--- config.mk ---
export PLATFORM = sky130hd
export DESIGN_NAME = ball_flow_sequencer_flat
export DESIGN_NICKNAME = d
export VERILOG_FILES = /design/src/rtl/ball_flow_sequencer_if.sv /design/src/rtl/ball_flow_sequencer.sv /design/src/flat_wrapper.sv
export SDC_FILE = /design/constraint.sdc
export NUM_CORES = 1
export LEC_CHECK = 0
export CORE_MARGIN = 2
export CORE_UTILIZATION = 50
export CTS_CLUSTER_SIZE = 20
export DETAILED_ROUTE_END_ITERATION = 12
export GPL_ROUTABILITY_DRIVEN = 0
export GPL_TIMING_DRIVEN = 0
export PLACE_DENSITY = 0.76
export SETUP_SLACK_MARGIN = 0.05
export SYNTH_ARGS = -nofsm -noshare
export SYNTH_HDL_FRONTEND = slang
export SYNTH_SLANG_ARGS = --single-unit
--- constraint.sdc ---
create_clock -name clk -period 6.5 [get_ports clk]
set_input_delay 1.95 -clock clk [delete_from_list [all_inputs] [get_ports clk]]
set_output_delay 1.95 -clock clk [all_outputs]
set_load 0.005 [all_outputs]
--- src/rtl/ball_flow_sequencer_if.sv ---
// Board-side bundle for the ball sequencer: run control and bottom/interceptor events in, release pulses and run status out.
// master drives start and ball events; slave (the sequencer) drives releases and status.
interface ball_flow_sequencer_if #(
  parameter int CW         = 5,
  parameter int TRAY_DEPTH = 16
);
  logic                  start;
  logic                  blue_trigger;
  logic                  red_trigger;
  logic                  intercepted;
  logic                  blue_release;
  logic                  red_release;
  logic                  colour;
  logic                  busy;
  logic                  stopped;
  logic [1:0]            stop_reason;
  logic [CW-1:0]         blue_left;
  logic [CW-1:0]         red_left;
  logic [CW-1:0]         tray_count;
  logic [TRAY_DEPTH-1:0] tray_bits;

  modport master (
    output start, blue_trigger, red_trigger, intercepted,
    input  blue_release, red_release, colour, busy, stopped, stop_reason,
    input  blue_left, red_left, tray_count, tray_bits
  );

  modport slave (
    input  start, blue_trigger, red_trigger, intercepted,
    output blue_release, red_release, colour, busy, stopped, stop_reason,
    output blue_left, red_left, tray_count, tray_bits
  );
endinterface

--- src/rtl/ball_flow_sequencer.sv ---
// Sequences one board run: releases balls, tracks the tray and stops on catch, empty reservoir or lost ball; start/trigger -> release pulse 2 edges later.
// No backpressure: inputs are events sampled each cycle and ignored outside the states that consume them.
module ball_flow_sequencer #(
  parameter int BLUE_BALLS = 8,
  parameter int RED_BALLS  = 8,
  parameter int CW         = 5,
  parameter int TIMEOUT    = 64,
  parameter int TRAY_DEPTH = 16
) (
  input  logic                   clk,
  input  logic                   rst_n,
  ball_flow_sequencer_if.slave   bus
);
  localparam int TW = $clog2(TIMEOUT + 1);

  typedef enum logic [1:0] {IDLE, RELEASE, IN_FLIGHT, STOPPED} state_t;

  state_t                state_q, state_d;
  logic                  req_colour_q, req_colour_d;
  logic                  colour_q, colour_d;
  logic                  blue_rel_q, blue_rel_d;
  logic                  red_rel_q, red_rel_d;
  logic                  busy_q, busy_d;
  logic                  stopped_q, stopped_d;
  logic [1:0]            reason_q, reason_d;
  logic [CW-1:0]         blue_left_q, blue_left_d;
  logic [CW-1:0]         red_left_q, red_left_d;
  logic [CW-1:0]         tray_count_q, tray_count_d;
  logic [TRAY_DEPTH-1:0] tray_bits_q, tray_bits_d;
  logic [TW-1:0]         timer_q, timer_d;

  always_ff @(posedge clk or negedge rst_n) begin
    if (!rst_n) begin
      state_q      <= IDLE;
      req_colour_q <= 1'b0;
      colour_q     <= 1'b0;
      blue_rel_q   <= 1'b0;
      red_rel_q    <= 1'b0;
      busy_q       <= 1'b0;
      stopped_q    <= 1'b0;
      reason_q     <= 2'b00;
      blue_left_q  <= CW'(BLUE_BALLS);
      red_left_q   <= CW'(RED_BALLS);
      tray_count_q <= '0;
      tray_bits_q  <= '0;
      timer_q      <= '0;
    end else begin
      state_q      <= state_d;
      req_colour_q <= req_colour_d;
      colour_q     <= colour_d;
      blue_rel_q   <= blue_rel_d;
      red_rel_q    <= red_rel_d;
      busy_q       <= busy_d;
      stopped_q    <= stopped_d;
      reason_q     <= reason_d;
      blue_left_q  <= blue_left_d;
      red_left_q   <= red_left_d;
      tray_count_q <= tray_count_d;
      tray_bits_q  <= tray_bits_d;
      timer_q      <= timer_d;
    end
  end

  always_comb begin
    state_d      = state_q;
    req_colour_d = req_colour_q;
    colour_d     = colour_q;
    blue_rel_d   = 1'b0;
    red_rel_d    = 1'b0;
    reason_d     = reason_q;
    blue_left_d  = blue_left_q;
    red_left_d   = red_left_q;
    tray_count_d = tray_count_q;
    tray_bits_d  = tray_bits_q;
    timer_d      = timer_q;

    case (state_q)
      IDLE: begin
        if (bus.start) begin
          state_d      = RELEASE;
          req_colour_d = 1'b0;
        end
      end

      STOPPED: begin
        if (bus.start) begin
          state_d      = RELEASE;
          req_colour_d = 1'b0;
          reason_d     = 2'b00;
          blue_left_d  = CW'(BLUE_BALLS);
          red_left_d   = CW'(RED_BALLS);
          tray_count_d = '0;
          tray_bits_d  = '0;
        end
      end

      RELEASE: begin
        if (req_colour_q && (red_left_q != '0)) begin
          red_rel_d  = 1'b1;
          red_left_d = red_left_q - CW'(1);
          colour_d   = 1'b1;
          timer_d    = '0;
          state_d    = IN_FLIGHT;
        end else if (!req_colour_q && (blue_left_q != '0)) begin
          blue_rel_d  = 1'b1;
          blue_left_d = blue_left_q - CW'(1);
          colour_d    = 1'b0;
          timer_d     = '0;
          state_d     = IN_FLIGHT;
        end else begin
          reason_d = 2'b10;
          state_d  = STOPPED;
        end
      end

      IN_FLIGHT: begin
        timer_d = timer_q + TW'(1);
        // Interceptor beats triggers, and any event beats the timeout.
        if (bus.intercepted) begin
          reason_d = 2'b01;
          state_d  = STOPPED;
        end else if (bus.blue_trigger || bus.red_trigger) begin
          if (!(&tray_count_q))
            tray_count_d = tray_count_q + CW'(1);
          tray_bits_d  = {tray_bits_q[TRAY_DEPTH-2:0], colour_q};
          req_colour_d = !bus.blue_trigger;
          state_d      = RELEASE;
        end else if (timer_q == TW'(TIMEOUT - 1)) begin
          reason_d = 2'b11;
          state_d  = STOPPED;
        end
      end

      default: state_d = IDLE;
    endcase

    busy_d    = (state_d == RELEASE) || (state_d == IN_FLIGHT);
    stopped_d = (state_d == STOPPED);
  end

  assign bus.blue_release = blue_rel_q;
  assign bus.red_release  = red_rel_q;
  assign bus.colour       = colour_q;
  assign bus.busy         = busy_q;
  assign bus.stopped      = stopped_q;
  assign bus.stop_reason  = reason_q;
  assign bus.blue_left    = blue_left_q;
  assign bus.red_left     = red_left_q;
  assign bus.tray_count   = tray_count_q;
  assign bus.tray_bits    = tray_bits_q;
endmodule

--- src/flat_wrapper.sv ---
// flat-port wrapper written by rule: the top's interface ports become plain ports
module ball_flow_sequencer_flat 
#(
  parameter int BLUE_BALLS = 8,
  parameter int RED_BALLS  = 8,
  parameter int CW         = 5,
  parameter int TIMEOUT    = 64,
  parameter int TRAY_DEPTH = 16
)
  (clk, rst_n, bus_start, bus_blue_trigger, bus_red_trigger, bus_intercepted, bus_blue_release, bus_red_release, bus_colour, bus_busy, bus_stopped, bus_stop_reason, bus_blue_left, bus_red_left, bus_tray_count, bus_tray_bits);
  ball_flow_sequencer_if #(.CW(CW), .TRAY_DEPTH(TRAY_DEPTH)) bus_i ();
  input  logic clk;
  input  logic rst_n;
  input wire logic [$bits(bus_i.start)-1:0] bus_start;
  input wire logic [$bits(bus_i.blue_trigger)-1:0] bus_blue_trigger;
  input wire logic [$bits(bus_i.red_trigger)-1:0] bus_red_trigger;
  input wire logic [$bits(bus_i.intercepted)-1:0] bus_intercepted;
  output wire logic [$bits(bus_i.blue_release)-1:0] bus_blue_release;
  output wire logic [$bits(bus_i.red_release)-1:0] bus_red_release;
  output wire logic [$bits(bus_i.colour)-1:0] bus_colour;
  output wire logic [$bits(bus_i.busy)-1:0] bus_busy;
  output wire logic [$bits(bus_i.stopped)-1:0] bus_stopped;
  output wire logic [$bits(bus_i.stop_reason)-1:0] bus_stop_reason;
  output wire logic [$bits(bus_i.blue_left)-1:0] bus_blue_left;
  output wire logic [$bits(bus_i.red_left)-1:0] bus_red_left;
  output wire logic [$bits(bus_i.tray_count)-1:0] bus_tray_count;
  output wire logic [$bits(bus_i.tray_bits)-1:0] bus_tray_bits;
  assign bus_i.start = bus_start;
  assign bus_i.blue_trigger = bus_blue_trigger;
  assign bus_i.red_trigger = bus_red_trigger;
  assign bus_i.intercepted = bus_intercepted;
  assign bus_blue_release = bus_i.blue_release;
  assign bus_red_release = bus_i.red_release;
  assign bus_colour = bus_i.colour;
  assign bus_busy = bus_i.busy;
  assign bus_stopped = bus_i.stopped;
  assign bus_stop_reason = bus_i.stop_reason;
  assign bus_blue_left = bus_i.blue_left;
  assign bus_red_left = bus_i.red_left;
  assign bus_tray_count = bus_i.tray_count;
  assign bus_tray_bits = bus_i.tray_bits;
  ball_flow_sequencer #(.BLUE_BALLS(BLUE_BALLS), .RED_BALLS(RED_BALLS), .CW(CW), .TIMEOUT(TIMEOUT), .TRAY_DEPTH(TRAY_DEPTH)) u_core (.clk(clk), .rst_n(rst_n), .bus(bus_i));
endmodule
==> flow_results.org, run 1 <==
** Outcome
- The run finished with clean final reports.

** STA
- The smallest clock period supported by the final layout is computed as 3.42 ns.
- Adding up every negative setup slack in the final design gives 0 ns.
- Clock skew on the completed layout was measured at 0.0100 ns.
- The hold violation total from the final report came to 0.
- Maximum operating frequency :: 292 MHz
- Number of pins exceeding their max-slew limit in the final report :: 0
- Setup violations remaining at the end of the flow were counted as 0.
- RSZ-0062 raised after global routing :: no
- Actual slew at the worst max-slew pin :: about 0.73 ns
- Share of the clock period used by the worst path after layout :: between 50% and 60%
- Measured against its own limit, the worst slew margin works out to 51.3%.
- Worst setup margin :: 3.08 ns

** Global routing
- The number of global-route vias before repair is 1,810.
- The number of antenna violations at the first check in global routing was 0.
- Residual overflow from global routing :: 0
- Maximum number of pins on one net before global-route repair :: 33
- Overall global routing resource usage :: about a fifth
- The first global-routing pass estimated between 8000 and 9000 µm of wire.

** CTS
- Clk Tree Root Cell :: clkbuf_8
- Hold bufs inserted after CTS :: 0
- Buffers inserted during clock tree synthesis total 5.
- Clock Tree Buf Depth :: 2
- Count of H-tree levels built during CTS :: 2
- At the later pin of the worst-skew pair, clock insertion delay measures 0.30 ns.
- Post-CTS setup buffer count :: 0
- Clock Pin Slew Worst Setup and Hold Paths :: 0.10 ns
- CTS saw 48 sinks.
- Clock tree from TritonCTS :: done
- In this run, post-CTS repair resized a total of 0 instances.

** Route
- In the final routed layout, each cell accounts on average for 13.6 µm.
- For this run, design rule violations remaining after detail routing come to 0.
- Summed over all layers, the routed wires come to 5360 µm.
- Number of iterations in the first detailed-routing pass :: 4
- Remaining antenna violation count after routing :: 0
- The first routing iteration left 130 violations.
- Average vias per placed instance :: 5.45
- Total via count after detailed routing :: 2,140

** Worst setup path
- For the worst setup path, the data required time is 6.70 ns.
- The worst setup path is captured at a flop.
- WP data arrival :: about 3.6 ns
- Along the worst path, the maximum fanout reaches 3.
- Slowest stage delay, CP :: 0.46 ns
- Traced cell by cell, the critical path runs through clkdlybuf4s50_1 -> or2_1 -> o31ai_1 -> nand4b_4 -> mux2_4.
- The worst setup path is of the in2reg kind.
- Worst Reg-to-Reg Cells :: 9
- Kind of launch point of the worst setup path :: input pin
- Cell with the largest stage delay on the worst path :: clkdlybuf4s50_1
- Counting both buffers and inverters, the worst setup path holds a total of 1.
- Kind of cell with the highest combined delay on the critical path :: buffers and inverters
- Path length in cells of the critical path :: 5

** Run
- Max-cap violations in this run came to 0.

** Synthesis
- Mean instance size in the synthesized netlist :: 9.52 µm²
- Summing the areas of all xor and xnor instances in the mapped netlist gives 0% of the synthesized area.
- Share of synthesized flip-flops with an asynchronous set or reset :: 100%
- Summing every instance area after synthesis gives approximately 0.0026 mm².
- Synthesized net count :: 290
- The most used flip-flop cell after synthesis is dfrtp_1.
- Number of flops mapped to enable cells by yosys :: 0
- Biggest area contributors in the synthesized netlist :: dfrtp_1, nand2_1, ha_1
- Of the post-synthesis cell area, the part taken by muxes is 3.40%.
- Counting distinct cell types in the post-synthesis netlist gives between 50 and 60.
- Summed over all instances, the cell type with the most area after synthesis is dfrtp_1.
- The share of synthesized area in the top cell type comes to 44.6%.
- By area, the combinational part of the netlist is dominated by simple AND/OR/NAND/NOR gates.
- The synthesized netlist devotes under 10% of its cell area to adder and majority cells.
- Synthesis handed over a netlist of 271 instances.
- Total of warnings raised by yosys :: 0
- Counting flops and latches in the post-synthesis netlist gives 48.
- Compound-gate portion of the synthesized area :: 17.3%
- After Yosys synthesis, and, or, nand and nor cells account for 22.5% of the synthesized area.
- Post-synthesis sequential area ratio :: a little under half

** Hold path
- Along the worst hold path, the cell count comes to 2.
- Hold WC Path Type :: reg2reg

** Place
- Summed over all nets, the half-perimeter wirelength after detailed placement is 3870 µm.
- Worst-case setup slack after placement :: 2.81 ns
- After detailed placement, the total cell area comes to 0.00311 mm².
- Input and output buffers added on the ports amount to 43.

** Power
- Dividing total power by cell area gives a power density of 395 mW/mm².
- VDD IR-drop max :: 0.000224 V
- For this design the static power due to leakage is 1.39 nW.
- Total power for the finished layout comes to 1.28 mW.

** Floorplan
- From bottom edge to top edge, the die measures 75.8 µm.
- Total Die Area :: 0.00575 mm²
- The floorplan step set the die width to 75.8 µm.
- The initial utilization of the core area, before any placement, comes to roughly half.
- Number of I/O pins :: 44
- Row cnt :: 26
- The region available for standard cell placement spans just over 0.005 mm².

** Layout
- Antenna Cells :: 0
- Count of nets after finishing :: approximately 340
- Measured on the finished design, the core utilization comes to 64.0%.
- The finished cells cover ~0.0032 mm².
- Cells with a size suffix above 1 make up 6.81% of the layout.
- Area Growth Syn to Fin :: 25.1%
## worst min-delay path, delay by kind of cell, from the launching register on
kind	cells	cell delay, ns
and+or+nand+nor	1	0.05
AOI/OAI and AO/OA	1	0.06
DFF	1	0.37
## synthesized netlist by cell type, types with 2 or more instances
| cell | count |
|---|---|
| mux2_1 | 2 |
| a21o_1 | 2 |
| clkbuf_1 | 9 |
| nand2b_1 | 5 |
| ha_1 | 13 |
| inv_1 | 10 |
| o21ai_0 | 17 |
| mux2i_1 | 5 |
| nand2_1 | 52 |
| nand4_1 | 2 |
| nor2b_1 | 4 |
| o21ai_1 | 14 |
| dfrtp_1 | 46 |
| nand3_1 | 13 |
| a22o_1 | 7 |
| a21oi_1 | 8 |
| buf_1 | 3 |
| o22a_1 | 2 |
| a31o_1 | 2 |
| nor3_1 | 2 |
| dfstp_2 | 2 |
| or4b_1 | 6 |
| o21bai_1 | 4 |
| nor2_1 | 9 |
| o31ai_1 | 2 |
| and3_1 | 3 |
| or3_1 | 3 |
## layout by cell type (no fill, tap or decap), types with 2 or more instances in the layout
cell type        Yosys  final
ha_1                13     13
o22a_1               2      2
o31ai_1              2      2
a31o_1               2      2
or4b_1               6      6
inv_1               10     10
buf_2                1      2
nor3_1               2      2
nor2b_1              4      4
dfrtp_1             46     46
a21oi_1              8      8
nand2b_1             5      5
a22o_1               7      7
clkbuf_8             0      5
nand3_1             13     13
nand2_1             52     52
a21o_1               2      2
mux2i_1              5      5
o21bai_1             4      4
clkbuf_1             9      9
clkdlybuf4s50_1      0     42
o21ai_1             14     14
mux2_1               2      2
or3_1                3      3
nand4_1              2      2
nor2_1               9      9
and3_1               3      3
buf_1                3      3
o21ai_0             17     17
dfstp_2              2      2
## per-stage QoR
stage,hold WS (ns),std cells
global placement,0.475,384
global route,0.549,393
detailed placement,0.502,385
CTS,0.525,393
finish,0.519,393
floorplan,0.479,271
## cell type report
cell class	instances	area, µm²
Sequential cell	48	1200
Tap cell	70	87.6
Clock inverter	3	46.3
Timing Repair Buffer	44	445
Clock buffer	5	68.8
Inverter	10	37.5
Multi-Input combinational cell	199	1280
Fill cell	428	1820
Buffer	14	61.3
## sequential cells by signal, indices dropped and copies added (netlist names)
name,cells
u_core.bus.colour,1
u_core.bus.busy,1
u_core.bus.tray_bits,16
u_core.bus.stopped,1
u_core.timer_q,7
u_core.state_q,2
u_core.bus.red_left,5
u_core.bus.stop_reason,2
u_core.bus.red_release,1
u_core.bus.blue_left,5
u_core.bus.blue_release,1
u_core.req_colour_q,1
u_core.bus.tray_count,5
## layer usage
metal | vias to the layer above | GRT usage [%] | wire length, µm
li1 | 1059 | - | -
met1 | 1021 | 27.7 | 2610
met2 | 54 | 30.3 | 2450
met3 | 6 | 4.37 | 255
met4 | 0 | 4.09 | 49
met5 | - | 0 | 0
## logic make-up (layout without fill, tap and decap cells)
group           after synthesis  in the layout
buf+inv                      24             76
mux                           8              8
compound gates               68             68
fa+ha+maj                    13             13
flops                        48             48
simple gates                110            110
## report_power, final
group / internal (mW) / switching, mW / total, mW
sequential: 0.363 / 0.0561 / 0.419
combinational: 0.282 / 0.349 / 0.631
clock: 0.116 / 0.109 / 0.225
## final timing paths
path,from,end,slack (ns)
max in group asynchronous,rst_n,u_core.bus.blue_left[3],4.36
worst max register to register,u_core.bus.red_left[0],u_core.bus.busy,4.09
worst min-delay path,u_core.bus.tray_bits[9],u_core.bus.tray_bits[9],0.52
min in group asynchronous,rst_n,u_core.bus.red_left[1],1.56
worst max-delay path,bus_red_trigger,u_core.bus.stop_reason[0],3.08
worst min register to register,u_core.bus.tray_bits[9],u_core.bus.tray_bits[9],0.52
Note: power is estimated with default switching activity, not from simulation.
==> inputs of run 2 (changes only) <==
Settings changed: CORE_UTILIZATION 50 to 48.
Clock period 6.5 ns to 2.9 ns, I/O delays scaled along.
==> run 2 against run 1 <==
Effect of this change:
- largest cell class unchanged
- count of clock-buffer cells in the layout stayed put
- register-to-register slack worse by 3.6 ns
- critical path depth is 4 higher
- sequential share of layout area did not move
- final cell count stayed put
- clock skew down 0.0070 ns
- via count up 2.1%
- worst setup slack lost 2.6 ns
- utilization down 1.2 points
==> flow_results.org, run 2 (synthesized netlist as in run 1, its figures left out) <==
** Global routing
- Across every metal layer, demand over resource in global routing totals between 10% and 20%.
- Global routing used 3.88% of the available met3 tracks.
- Wire length of the first global-routing pass :: 9260 µm
- Met2 global-route usage :: 31.3%
- Maximum number of pins on one net before global-route repair :: 35
- Number of antenna violations at the first check in global routing :: 0
- In this run the most used layer during global routing was met2.
- After global routing the overflow that remains totals 0.
- The number of global-route vias before repair was about 2,000.
- Global routing met1 resource utilization :: 26.1%

** CTS
- Clock Pin Slew Worst Setup and Hold Paths :: 0.09 ns
- Number of buffers inserted during clock tree synthesis :: 5
- The number of hold buffers added after CTS was 0.
- # resized after CTS :: 0
- Post-CTS setup buffer count :: 0
- The H-tree was split into 2 levels.
- The clock passes through at most 2 buffers.
- For this design, the sink count on the clock tree is 48.
- Clock tree from TritonCTS :: done
- Clk Tree Root Cell :: clkbuf_8
- Worst skew pair latency :: approximately 0.30 ns

** Worst setup path
- Cell with the largest stage delay on the worst path :: dfrtp_1
- In this run the worst path has a maximum fanout of 10.
- Crit-path cells :: inv_1 -> ha_1 -> or4b_1 -> buf_2 -> o221ai_2 -> buf_6 -> o32ai_1 -> nor2_1 -> ha_1
- STA classifies the critical path endpoint as a flop.
- Startpoint of the lowest-slack register-to-register path :: u_core.bus.red_left[0]
- Classification of the worst setup path :: reg2reg
- WP data arrival :: between 2 and 3 ns
- Worst Reg-to-Reg Cells :: 9
- Worst path most repeated cell :: ha_1
- STA puts the critical path data required time at ~3.1 ns.
- In this run the critical register-to-register path is captured at u_core.bus.busy.
- The worst register-to-register path has a setup slack of 0.47 ns.
- STA classifies the critical path startpoint as a flop.
- In this design, the stage delay of the slowest critical-path cell is 0.43 ns.

** Floorplan
- Once the floorplan was initialized, standard cells occupied 50.2% of the core.
- The floorplan has 26 rows.
- Die boundary height :: 77.3 µm
- The total area inside the core boundary comes to 0.00514 mm².
- Die Span X :: 77.3 µm
- The die covers 0.00597 mm².
- Number of I/O pins :: 44

** STA
- The hold violation total from the final report came to 0.
- Static timing analysis puts the maximum clock frequency at 412 MHz.
- Final Critical Period :: ~2.4 ns
- At the pin with the least slew margin, the transition time is 0.706 ns.
- Share of the clock period used by the worst path after layout :: about 84%
- Worst clock skew :: a little over 0.003 ns
- Setup violations remaining at the end of the flow were counted as 0.
- Worst setup margin :: 0.474 ns
- RSZ-0062 raised after global routing :: no
- Number of pins exceeding their max-slew limit in the final report :: 0
- Headroom to the max-slew limit came out at 52.6%.

** Power
- Internal power summed over all cells :: 1.70 mW
- Net switching power :: 1.15 mW
- Sequential cells account for 32.9% of the total power.
- Power comes to ~2.9 mW.
- The worst-case IR drop observed on VDD is approximately 0.00046 V.
- Of the total power, the share spent switching nets is roughly 40%.
- Proportion of power drawn by the clock network :: 17.5%
- The analysis attributes to cell leakage a power of 1.39 nW.
- Combinational logic is responsible for around 50% of the overall power.
- Ratio of total power to cell area :: 885 mW/mm²

** Place
- Number of I/O port buffers :: 43
- Once detailed placement completed, the half-perimeter wirelength came to 4020 µm.
- Worst-case setup slack after placement :: 0.234 ns

** Outcome
- Outcome :: finished, final reports clean

** Route
- Remaining DRCs :: 0
- Iteration-0 DRC Markers :: 199
- Remaining antenna violation count after routing :: 0
- In the routed layout, each cell is associated on average with a via count of 5.56.
- The first detailed-routing pass took 4 iterations.
- In the final routed layout, each cell accounts on average for between 10 and 15 µm.
- The routed layout has 2,185 vias.
- WL final :: 5450 µm

** Layout
- Layout cell share with drive strength beyond 1 :: 6.81%
- Antenna Cells :: 0
- Fill cell total of the finished layout :: ~450
- Area Growth Syn to Fin :: 25.1%
- Leading cell types in the layout, fill and taps excluded :: nand2_1, dfrtp_1, clkdlybuf4s50_1
- The library cell used most frequently in the layout, excluding fill and tap cells, is nand2_1.
- Largest register FFs :: 16
- Count of nets after finishing :: 341

** Run
- Across the run, the number of max-cap violations was 0.

** Hold path
- Hold WC Path Type :: in2async
run 2: cell counts in the layout (fill, tap and decap cells not counted):
Identical to the previous run, type by type.
run 2: how the worst max path moves through the flow:
stage / to / depth (start not counted) / start / slack (ns)
floorplan: u_core.bus.busy / 9 / u_core.bus.red_left[0] / 0.75
CTS: u_core.bus.busy / 8 / u_core.bus.blue_left[0] / 0.47
detailed placement: u_core.bus.tray_count[0] / 4 / bus_start / 0.23
global route: u_core.bus.busy / 9 / u_core.state_q[1] / 0.26
global placement: u_core.bus.tray_bits[10] / 1 / rst_n / -0.43
finish: u_core.bus.busy / 9 / u_core.bus.red_left[0] / 0.47
run 2: layout make-up:
class / count / area (µm²) / area share, %
plain buffers: 14 / 61.3 / 1.90
clock buffers: 5 / 68.8 / 2.13
clock inverters: 3 / 46.3 / 1.43
inverters: 10 / 37.5 / 1.16
multi-input cells: 199 / 1280 / 39.6
flip-flops and latches: 48 / 1200 / 37.3
well taps: 70 / 87.6 / 2.71
repair buffers: 44 / 445 / 13.8
run 2: per-layer routing:
| layer | up-vias | routed length, µm |
|---|---|---|
| li1 | 1059 | - |
| met1 | 1075 | 2520 |
| met2 | 46 | 2660 |
| met3 | 5 | 217 |
| met4 | 0 | 54 |
| met5 | - | 0 |
run 2: metrics by stage:
stage / instance area [µm²] / setup TNS, ns / utilization (%) / std cells / hold WS, ns
floorplan: 2580 / 0 / - / 271 / 0.479
global placement: 3100 / -19.46 / 60.2 / 384 / 0.474
detailed placement: 3110 / 0 / 60.5 / 385 / 0.479
CTS: 3230 / 0 / 62.8 / 393 / 0.472
global route: 3230 / 0 / 62.8 / 393 / 0.476
finish: 3230 / 0 / 62.8 / 393 / 0.470
run 2: power groups by stage:
stage | logic [mW] | registers (mW) | clock network, mW
floorplan | 0.945 | 0.940 | 0
global placement | 1.38 | 0.949 | 0
detailed placement | 1.42 | 0.951 | 0
CTS | 1.42 | 0.938 | 0.513
global route | 1.57 | 0.963 | 0.538
finish | 1.42 | 0.940 | 0.499
run 2: critical path: cells and delay by family (launching register included):
kind | cells | cell delay [ns]
and+or+nand+nor | 2 | 0.59
buffers and inverters | 3 | 0.50
DFF | 1 | 0.43
adders and majority gates | 2 | 0.40
AOI/OAI and AO/OA | 2 | 0.39
